$ cat config.mk
export PLATFORM = sky130hd
export DESIGN_NAME = sr_latch_ctrl_flat
export DESIGN_NICKNAME = d
export VERILOG_FILES = /design/src/rtl/sr_latch_ctrl_if.sv /design/src/rtl/sr_latch_ctrl.sv /design/src/flat_wrapper.sv
export SDC_FILE = /design/constraint.sdc
export NUM_CORES = 1
export LEC_CHECK = 0
export CORE_AREA = 2 2 57 69
export CTS_CLUSTER_SIZE = 40
export DETAILED_ROUTE_END_ITERATION = 10
export DIE_AREA = 0 0 59 71
export RECOVER_POWER = 100
export SKIP_CTS_REPAIR_TIMING = 1
export SLEW_MARGIN = 30
export SYNTH_ARGS = -nofsm -noshare
export SYNTH_HDL_FRONTEND = slang
export SYNTH_SLANG_ARGS = --single-unit
$ cat constraint.sdc
create_clock -name clk -period 1.9 [get_ports clk]
set_input_delay 0.285 -clock clk [delete_from_list [all_inputs] [get_ports clk]]
set_output_delay 0.285 -clock clk [all_outputs]
set_load 0.05 [all_outputs]
$ cat src/rtl/sr_latch_ctrl_if.sv
// Requester-side bundle for the SR latch controller:
// request/grant handshake plus completion status.
interface sr_latch_ctrl_if #(
    parameter int NREQ = 4
);
    localparam int IW = (NREQ > 1) ? $clog2(NREQ) : 1;

    logic [NREQ-1:0] req;
    logic [NREQ-1:0] op;
    logic [NREQ-1:0] gnt;
    logic            busy;
    logic            done;
    logic            err;
    logic [IW-1:0]   resp_id;

    modport master (
        output req, op,
        input  gnt, busy, done, err, resp_id
    );

    modport slave (
        input  req, op,
        output gnt, busy, done, err, resp_id
    );
endinterface

$ cat src/rtl/sr_latch_ctrl.sv
// Round-robin shared controller for an external NAND SR latch:
// pulses active-low s/r, waits a guard time, checks feedback.
module sr_latch_ctrl #(
    parameter int NREQ    = 4,
    parameter int PULSE_W = 2,
    parameter int GUARD_W = 3
) (
    input  logic clk,
    input  logic rst_n,
    sr_latch_ctrl_if.slave bus,
    output logic s,
    output logic r,
    input  logic q,
    input  logic qbar
);
    localparam int IW = (NREQ > 1) ? $clog2(NREQ) : 1;

    typedef enum logic [1:0] {IDLE, DRIVE, GUARD, CHECK} state_t;

    state_t          state, state_nx;
    logic [3:0]      cnt, cnt_nx;
    logic [IW-1:0]   ptr, ptr_nx;
    logic [IW-1:0]   id, id_nx;
    logic [IW-1:0]   win;
    logic            hit;
    logic            op_l, op_nx;
    logic [NREQ-1:0] gnt_q, gnt_nx;
    logic            s_nx, r_nx;
    logic [1:0]      q_sync, qb_sync;
    logic            qs, qbs;
    int              idx;

    assign qs  = q_sync[1];
    assign qbs = qb_sync[1];

    // Two-flop synchronizers for the asynchronous latch feedback
    always_ff @(posedge clk or negedge rst_n) begin
        if (!rst_n) begin
            q_sync  <= 2'b00;
            qb_sync <= 2'b00;
        end else begin
            q_sync  <= {q_sync[0], q};
            qb_sync <= {qb_sync[0], qbar};
        end
    end

    // Round-robin pick: first active request at or after ptr
    always_comb begin
        hit = 1'b0;
        win = '0;
        idx = 0;
        for (int i = 0; i < NREQ; i++) begin
            idx = int'(ptr) + i;
            if (idx >= NREQ) idx = idx - NREQ;
            if (!hit && bus.req[idx]) begin
                hit = 1'b1;
                win = IW'(idx);
            end
        end
    end

    // Next state; s/r are derived from the next state so they are
    // registered and can never glitch low together
    always_comb begin
        state_nx = state;
        cnt_nx   = cnt;
        ptr_nx   = ptr;
        id_nx    = id;
        op_nx    = op_l;
        gnt_nx   = '0;
        unique case (state)
            IDLE: begin
                if (hit) begin
                    state_nx    = DRIVE;
                    cnt_nx      = 4'(PULSE_W - 1);
                    gnt_nx[win] = 1'b1;
                    id_nx       = win;
                    op_nx       = bus.op[win];
                    ptr_nx      = (win == IW'(NREQ - 1)) ? '0 : win + 1'b1;
                end
            end
            DRIVE: begin
                if (cnt == 4'd0) begin
                    state_nx = GUARD;
                    cnt_nx   = 4'(GUARD_W - 1);
                end else begin
                    cnt_nx = cnt - 4'd1;
                end
            end
            GUARD: begin
                if (cnt == 4'd0) state_nx = CHECK;
                else             cnt_nx   = cnt - 4'd1;
            end
            CHECK:   state_nx = IDLE;
            default: state_nx = IDLE;
        endcase
        s_nx = !(state_nx == DRIVE && op_nx);
        r_nx = !(state_nx == DRIVE && !op_nx);
    end

    // State, grant pulse and latch drive registers
    always_ff @(posedge clk or negedge rst_n) begin
        if (!rst_n) begin
            state <= IDLE;
            cnt   <= 4'd0;
            ptr   <= '0;
            id    <= '0;
            op_l  <= 1'b0;
            gnt_q <= '0;
            s     <= 1'b1;
            r     <= 1'b1;
        end else begin
            state <= state_nx;
            cnt   <= cnt_nx;
            ptr   <= ptr_nx;
            id    <= id_nx;
            op_l  <= op_nx;
            gnt_q <= gnt_nx;
            s     <= s_nx;
            r     <= r_nx;
        end
    end

    assign bus.gnt     = gnt_q;
    assign bus.busy    = (state != IDLE);
    assign bus.resp_id = id;
    assign bus.done    = (state == CHECK) && (qs == op_l) && (qbs == !qs);
    assign bus.err     = (state == CHECK) && !((qs == op_l) && (qbs == !qs));
endmodule
$ cat src/flat_wrapper.sv
// flat-port wrapper written by rule: the top's interface ports become plain ports
module sr_latch_ctrl_flat 
#(
    parameter int NREQ    = 4,
    parameter int PULSE_W = 2,
    parameter int GUARD_W = 3
)
  (clk, rst_n, s, r, q, qbar, bus_req, bus_op, bus_gnt, bus_busy, bus_done, bus_err, bus_resp_id);
  sr_latch_ctrl_if #(.NREQ(NREQ)) bus_i ();
  input  logic clk;
  input  logic rst_n;
  output logic s;
  output logic r;
  input  logic q;
  input  logic qbar;
  input wire logic [$bits(bus_i.req)-1:0] bus_req;
  input wire logic [$bits(bus_i.op)-1:0] bus_op;
  output wire logic [$bits(bus_i.gnt)-1:0] bus_gnt;
  output wire logic [$bits(bus_i.busy)-1:0] bus_busy;
  output wire logic [$bits(bus_i.done)-1:0] bus_done;
  output wire logic [$bits(bus_i.err)-1:0] bus_err;
  output wire logic [$bits(bus_i.resp_id)-1:0] bus_resp_id;
  assign bus_i.req = bus_req;
  assign bus_i.op = bus_op;
  assign bus_gnt = bus_i.gnt;
  assign bus_busy = bus_i.busy;
  assign bus_done = bus_i.done;
  assign bus_err = bus_i.err;
  assign bus_resp_id = bus_i.resp_id;
  sr_latch_ctrl #(.NREQ(NREQ), .PULSE_W(PULSE_W), .GUARD_W(GUARD_W)) u_core (.clk(clk), .rst_n(rst_n), .bus(bus_i), .s(s), .r(r), .q(q), .qbar(qbar));
endmodule
Word level (Yosys, flattened, before mapping) --
Cells that the tools add are included. Widths: inputs -> output; s select.
Cells by class: add/subtract/negate cells 9, $lt $le $gt $ge 10, equal/unequal tests 9, muxes and demuxes 41, reductions and logical operators 24
Operators with widths (number):
- $lt 32x4->1 const B | 4
- $mux 32 | 4
- $ge 32x4->1 const B | 3
- $sub 32x4->32 const B | 3
- $mux 4 | 5
- $mux 1 | 16
- $mux 2 | 8
- $pmux 4 s3 | 1
- $bmux 1 s2 | 5
- $logic_and 1x1->1 | 10
- $logic_not 1->1 | 8
- $pmux 2 s4 | 1
- $add 2x2->3 const B | 2
- $eq 2x2->1 const B | 3
- $eq 2x1->1 const B | 2
- $logic_not 4->1 | 1
- $sub 2x3->4 const B | 1
- $sub 4x1->4 const B | 1
- $add 2x1->3 const B | 1
- $ge 2x3->1 const B | 1
- $lt 2x3->1 const B | 1
- $reduce_and 3->1 | 1
- $reduce_bool 3->1 | 1
- $add 2x1->2 const B | 1
- 8 further kinds | 9
Word-level totals: bits in registers 21, input port bits 12, output and inout port bits 11, word-level logic and storage cells 103

Logic depth before layout (Yosys ltp) --
Gate-level depths: netlist (run 1).
depth in word-level cells 22, depth in mapped cells 7, mapped depth without buffers 7

Worst setup path before layout (run 1) --
OpenSTA, ideal clock, no wires.
path type register -> register, start point register u_core.state[0], end point register u_core.r, setup time 0.064 ns, arrival time 1.862 ns, data required time 1.836 ns, slack -0.026 ns, cell stages (with the launch flop) 8, path buffers 0, period minus slack after synthesis 1.926 ns, path through dfrtp_1 > inv_1 > ha_1 > inv_1 > nor2_1 > nor2_1 > a311o_1 > nand3b_1
Between the ends: word-level cells in the longest chain between the ends 5, elaborated cells on any way between the ends 13, those cells by class eq/ne: 4; mux: 5; reduce/logical: 4
RTL lines:
- start, declared | line sr_latch_ctrl.sv:20 | state_t state, state_nx;
- start signal, assigned | line sr_latch_ctrl.sv:113 | state <= state_nx;
- $eq 2x2->1, or another cell as far along | line sr_latch_ctrl.sv:71 | unique case (state)
- $pmux 2 s4 or $mux 1 (tied branches) | line sr_latch_ctrl.sv:71
- $eq 2x1->1 or $logic_not 1->1 (tied branches) | line sr_latch_ctrl.sv:98 | r_nx = !(state_nx == DRIVE && !op_nx);
- $logic_and 1x1->1 (*) | line sr_latch_ctrl.sv:98
- $logic_not 1->1 (*) | line sr_latch_ctrl.sv:98
- net u_core.r_nx | line sr_latch_ctrl.sv:28 | logic s_nx, r_nx;
- end signal, assigned | line sr_latch_ctrl.sv:120 | r <= r_nx;
- end, declared | line sr_latch_ctrl.sv:12 | output logic r,
The timed path passes the listed nets; every way through them passes the cells marked *. A chain may end at the register's enable or synchronous reset.

Worst setup path in the final report (run 1) --
start point input bus_req[1], end point register u_core.gnt_q[0], in the netlist u_core.bus.gnt[0]
Between the ends: word-level cells in the longest chain between the ends 19, elaborated cells on any way between the ends 33, those cells by class order compare: 2; mux: 24; reduce/logical: 7
RTL lines:
- start, declared | line flat_wrapper.sv:16 | input wire logic [$bits(bus_i.req)-1:0] bus_req;
- $bmux 1 s2 | line sr_latch_ctrl.sv:55 | if (!hit && bus.req[idx]) begin
- $mux 1 (not written as such) (2 in a row) | line sr_latch_ctrl.sv:55
- $mux 1 | line sr_latch_ctrl.sv:55
- $logic_not 1->1 | line sr_latch_ctrl.sv:55
- $logic_and 1x1->1 | line sr_latch_ctrl.sv:55
- $mux 1 | line sr_latch_ctrl.sv:55
- $logic_not 1->1 | line sr_latch_ctrl.sv:55
- $logic_and 1x1->1 | line sr_latch_ctrl.sv:55
- [... 4 more ...]
- net u_core.win[0] | line sr_latch_ctrl.sv:24 | logic [IW-1:0] win;
- $lt 2x3->1 (not written as such) or $ge 2x1->1 (tied branches) | line sr_latch_ctrl.sv:76 | gnt_nx[win] = 1'b1;
- $logic_and 1x1->1 (not written as such) | line sr_latch_ctrl.sv:76
- $mux 1 (not written as such) | line sr_latch_ctrl.sv:76
- $demux 1 s2 (*)
- $mux 4 (*) | line sr_latch_ctrl.sv:73 | if (hit) begin
- $mux 4 (*) | line sr_latch_ctrl.sv:71
- net u_core.gnt_nx[0] | line sr_latch_ctrl.sv:27 | logic [NREQ-1:0] gnt_q, gnt_nx;
- end signal, assigned | line sr_latch_ctrl.sv:118 | gnt_q <= gnt_nx;
- end, declared | line sr_latch_ctrl.sv:27
The timed path passes the listed nets; every way through them passes the cells marked *. The select of a mux whose other input is x is not followed.

==> results.ini, run 1 <==
[power_and_ir_drop]
power.net_switching_uw=1160
clockPowerShare=0.112
peakVddDrop_uv=929
combPwrFrac=0.602
finalPower_uw=2560
switching_share=0.453
p_leak_uw=0.000788
intPower_uw=1400
seq_power_share=0.286
power_density_mw_per_mm2=1560

[sta]
finalMaxSlewViolations=0
skew_ns=0.00359
max_freq_mhz=549
hold_viol=0
rsz0062_at_grt=false
worstMarginPinSlew_ns=1.14
timing.final.crit_share=0.959
max_slew_margin=0.241
tns_ns=0
fin_crit_ns=1.82
finalSetupViolCount=0

[die]
die_y_um=71
io-pin-count=23
chipWidth_um=59
num_rows=24
core_mm2=0.00354
die_area_mm2=0.00419
start_util=0.334

[clocking]
clockBufferDepth=2
htreeDepth=1
cts_tree=built
cts_made_buffers=3
worstSkewPairLatency_ns=0.26
clkTransAtPathRegs_ns=0.08
cts_num_sinks=21
ctsRootBufferMaster=clkbuf_8

[yosys]
ys_warn_count=0
async_flop_share=1.00
netlist_instances=121
netlist_area_mm2=0.00118
synth_area_per_cell_um2=9.79
synth_cell_types=39
ys.flop_type=dfrtp_1
synth_edf_count=0
ys_seq_area_frac=0.446
ys_seq_elements=21
syn_nets=144

[worst_setup_path]
start_kind=input port
worstSetupPathType=input port to flop
regToRegSetupSlack_ns=0.13
critPathArrivalTime_ns=1.97
cp.required_ns=2.05
crit_path_end_kind=flop
path_max_fanout=4

[cells_and_area]
fin_area_mm2=0.00164
fillCellCount=355
drive_above_1_share=0.270
diodes=0
final_nets=187
synthToLayoutAreaGrowth_pct=38.2

[route]
dr.pass1.iters=4
drt_iter0_markers=16
via_count=1020
drtAntennaViolNets=0
avgViaCountPerCell=5.05
drc=0
post_drt_wl_per_cell_um=12.1
wirelength_um=2450

[global_routing]
grt.overflow.total=0
grt_max_degree=22
track_usage=0.131
antenna_found_initial=0
grt_pass1_vias=970
grt_first_pass_wirelength_um=4190

[flow_run]
cap_viol_max_count=0

[placed_design]
gp_congestion=0.766
io_buffers=22
place_area_mm2=0.00160
dp_hpwl_um=1950

[status]
outcome=finished clean

[min_path]
holdCritPathClass=flop to flop

[sequential cells by signal (all words and copies together), names as in the netlist]
name                count
u_core.q_sync           2
u_core.bus.gnt          4
u_core.cnt              4
u_core.op_l             1
u_core.qb_sync          2
u_core.s                1
u_core.bus.resp_id      2
u_core.state            2
u_core.ptr              2
u_core.r                1
[routing by layer]
layer / track usage / part of all wire
met3: 0.0274 / 0.037
met2: 0.201 / 0.50
met5: 0 / 0
met4: 0.0606 / 0.011
met1: 0.174 / 0.45
[final cells by class]
| type | instances | area (um2) | area share |
|---|---|---|---|
| clock buffer | 3 | 41.3 | 0.0252 |
| clock inverter | 1 | 5.00 | 0.00306 |
| inverter | 9 | 37.5 | 0.0229 |
| multi-input combinational | 90 | 646 | 0.394 |
| sequential | 21 | 528 | 0.322 |
| tap | 39 | 48.8 | 0.0298 |
| timing repair buffer | 39 | 332 | 0.202 |
[kinds of logic (layout without fill, tap and decap cells)]
| family | Yosys count | after routing | synth area share |
|---|---|---|---|
| AO/OA/AOI/OAI | 30 | 30 | 0.169 |
| flip-flops | 21 | 21 | 0.446 |
| buffers and inverters | 10 | 52 | 0.0327 |
| AND/OR/NAND/NOR | 49 | 49 | 0.237 |
| adder cells (fa/ha/maj) | 11 | 11 | 0.116 |
[power by group through the flow]
stage / sequential (uW) / clock, uW / combinational (uW)
floorplan: 944 / 0 / 828
global placement: 734 / 0 / 1530
detailed placement: 736 / 0 / 1560
CTS: 729 / 300 / 1570
global route: 754 / 323 / 1720
finish: 732 / 286 / 1540
[cells in the mapped netlist, types with 2 or more instances]
cell,count,share of area
o21ai_0,11,0.046
ha_1,11,0.12
a22o_1,2,0.015
and2b_2,3,0.022
o21ai_1,2,0.0084
nand2_1,15,0.048
nor2_1,8,0.025
and3_2,4,0.025
inv_1,9,0.029
or4_1,2,0.013
nor4_1,2,0.011
nor3b_1,2,0.013
dfrtp_1,19,0.40
a21oi_1,3,0.013
nand3_1,3,0.013
dfstp_2,2,0.044
[final timing paths]
check | from | endpoint | cells after the start
setup / recovery | bus_req[1] | u_core.bus.gnt[0] | 7
hold / removal | u_core.qb_sync[0] | u_core.qb_sync[1] | 0
setup reg to reg | u_core.ptr[0] | u_core.bus.gnt[0] | 6
hold reg to reg | u_core.qb_sync[0] | u_core.qb_sync[1] | 0
max in group asynchronous | rst_n | u_core.qb_sync[0] | 2
min in group asynchronous | rst_n | u_core.bus.resp_id[0] | 2
[critical path, cell delays in order]
cell	delay, ns
clkdlybuf4s50_1	0.50
nor2_1	0.09
or4b_4	0.55
nand2_2	0.09
inv_1	0.07
ha_1	0.20
and3_2	0.19
[placed cells by master, fill, tap and decap left out, types with 3 or more instances in the layout]
master	synthesis	layout
a21oi_1	3	3
and2b_2	3	3
and3_2	4	4
buf_4	0	14
clkbuf_1	0	5
clkbuf_8	0	3
clkdlybuf4s50_1	0	6
dfrtp_1	19	19
dlygate4sd3_1	0	9
ha_1	11	10
inv_1	9	7
nand2_1	15	13
nand3_1	3	3
nor2_1	8	7
o21ai_0	11	12
[metrics by stage]
step	utilization	hold WS (ns)	setup WS (ns)	std cells
after global placement	0.451	0.337	-0.227	198
final	0.462	0.351	0.0786	202
after global routing	0.462	0.357	0.000479	202
after CTS	0.464	0.354	-0.0139	202
after floorplan	-	-0.0106	0.0267	121
after detailed placement	0.451	0.337	-0.285	198
Note: power is estimated with default switching activity, not from simulation.
==> run 2, diff against run 1 <==
Settings changed: CAP_MARGIN from default to 0, CORE_AREA 2 2 57 69 to 2 2 50 62, DIE_AREA 0 0 59 71 to 0 0 52 64, PLACE_DENSITY from default to 0.71.
==> run 2 against run 1 <==
  * Global-route usage grew 5.4 points
  * Highest routed layer unchanged
  * Setup slack got worse by 0.039 ns
  * Combinational power grew 9.7%
  * Largest cell class unchanged
  * Critical endpoint is now u_core.bus.gnt[2]
==> results.ini, run 2 (synthesis gave the netlist of run 1 again) <==
[die]
core_mm2=0.00271
chipWidth_um=52
start_util=0.438
die_area_mm2=0.00333
num_rows=21
die_y_um=64
io-pin-count=23

[power_and_ir_drop]
combPwrFrac=0.639
power_density_mw_per_mm2=1610
clockPowerShare=0.085
seq_power_share=0.277
peakVddDrop_uv=926
p_leak_uw=0.000770
switching_share=0.460
intPower_uw=1430
finalPower_uw=2650
power.net_switching_uw=1220

[route]
drtAntennaViolNets=0
post_drt_wl_per_cell_um=14.4
avgViaCountPerCell=5.35
wirelength_um=2840
drt_iter0_markers=9
via_count=1053
dr.pass1.iters=4
drc=0

[cells_and_area]
mostFrequentLayoutCell=dfrtp_1
synthToLayoutAreaGrowth_pct=39.4
fillCellCount=230
drive_above_1_share=0.288
fin_cells=197
final_nets=187
diodes=0
layout_common_cells=19 x dfrtp_1, 15 x buf_4, 13 x nand2_1

[clocking]
clkTransAtPathRegs_ns=0.13
cts_made_buffers=3
htreeDepth=1
worstSkewPairLatency_ns=0.31
cts_num_sinks=21
ctsRootBufferMaster=clkbuf_4
clockBufferDepth=2
cts_tree=built

[sta]
hold_viol=0
timing.final.crit_share=0.979
max_freq_mhz=537
worstMarginPinSlew_ns=0.775
rsz0062_at_grt=false
max_slew_margin=0.483
finalSetupViolCount=0
fin_crit_ns=1.86
finalMaxSlewViolations=0
skew_ns=0.00762

[placed_design]
gp_congestion=0.858
dp_hpwl_um=2260
io_buffers=22
placed_cells=192

[global_routing]
antenna_found_initial=0
grt_first_pass_wirelength_um=4620
grt_pass1_vias=1085
track_usage=0.184
grt_max_degree=15
grt.overflow.total=0

[status]
outcome=finished clean

[worst_setup_path]
slowest_delay_ns=0.50
start_kind=input port
crit_chain=clkdlybuf4s50_1, and2b_2, or4b_4, nand2_4, inv_1, ha_1, and3_2
reg2reg_depth=6
critPathArrivalTime_ns=2.07
cp_slowest_cell=or4b_4
crit_path_end_kind=flop
worstSetupPathType=input port to flop
cp.required_ns=2.10
crit_path_start=bus_req[0]
r2r_end=u_core.bus.gnt[2]
regToRegSetupSlack_ns=0.09
r2r_start=u_core.ptr[0]
path_max_fanout=5

[flow_run]
cap_viol_max_count=0

[min_path]
holdCritPathClass=input port to async pin

-- run 2: layer usage --
metal,wire length [um],track usage,up-vias
li1,-,-,518
met1,1000,0.187,506
met2,1690,0.348,21
met3,77,0.0234,8
met4,72,0.0987,0
met5,0,0,-
-- run 2: critical path, delay by kind of cell --
family                     cells  cell delay [ns]
and+or+nand+nor                4             1.03
adders and majority gates      1             0.19
buffers and inverters          2             0.55
-- run 2: power by group through the flow --
| stage | logic (uW) | clock network (uW) | registers, uW |
|---|---|---|---|
| CTS | 1620 | 233 | 724 |
| floorplan | 828 | 0 | 944 |
| global placement | 1550 | 0 | 724 |
| global route | 1850 | 253 | 758 |
| detailed placement | 1610 | 0 | 735 |
| finish | 1690 | 224 | 734 |
-- run 2: worst max path at each step --
stage | endpoint | cells past startpoint
final | u_core.bus.gnt[2] | 7
after detailed placement | u_core.r | 7
after floorplan | u_core.r | 7
after global placement | u_core.r | 7
after global routing | u_core.bus.gnt[2] | 7
after CTS | u_core.op_l | 7
-- run 2: area by class of cell --
| class | instances | area (um2) | area share |
|---|---|---|---|
| flip-flops and latches | 21 | 528 | 0.320 |
| clock buffers | 3 | 22.5 | 0.0136 |
| inverters | 9 | 37.5 | 0.0227 |
| multi-input cells | 90 | 667 | 0.404 |
| repair buffers | 39 | 347 | 0.210 |
| clock inverters | 1 | 7.51 | 0.00455 |
| well taps | 34 | 42.5 | 0.0258 |
-- run 2: metrics by stage --
step / area, um2 / util / setup slack (ns) / setup TNS (ns) / hold WS (ns)
2_1_floorplan: 1190 / - / 0.0267 / 0 / -0.0106
3_3_place_gp: 1580 / 0.585 / -0.316 / -2.92 / 0.335
3_5_place_dp: 1580 / 0.585 / -0.397 / -4.16 / 0.338
4_1_cts: 1610 / 0.596 / -0.0687 / -0.262 / 0.231
5_1_grt: 1650 / 0.610 / 0.00549 / 0 / 0.302
6_report: 1650 / 0.610 / 0.0394 / 0 / 0.291
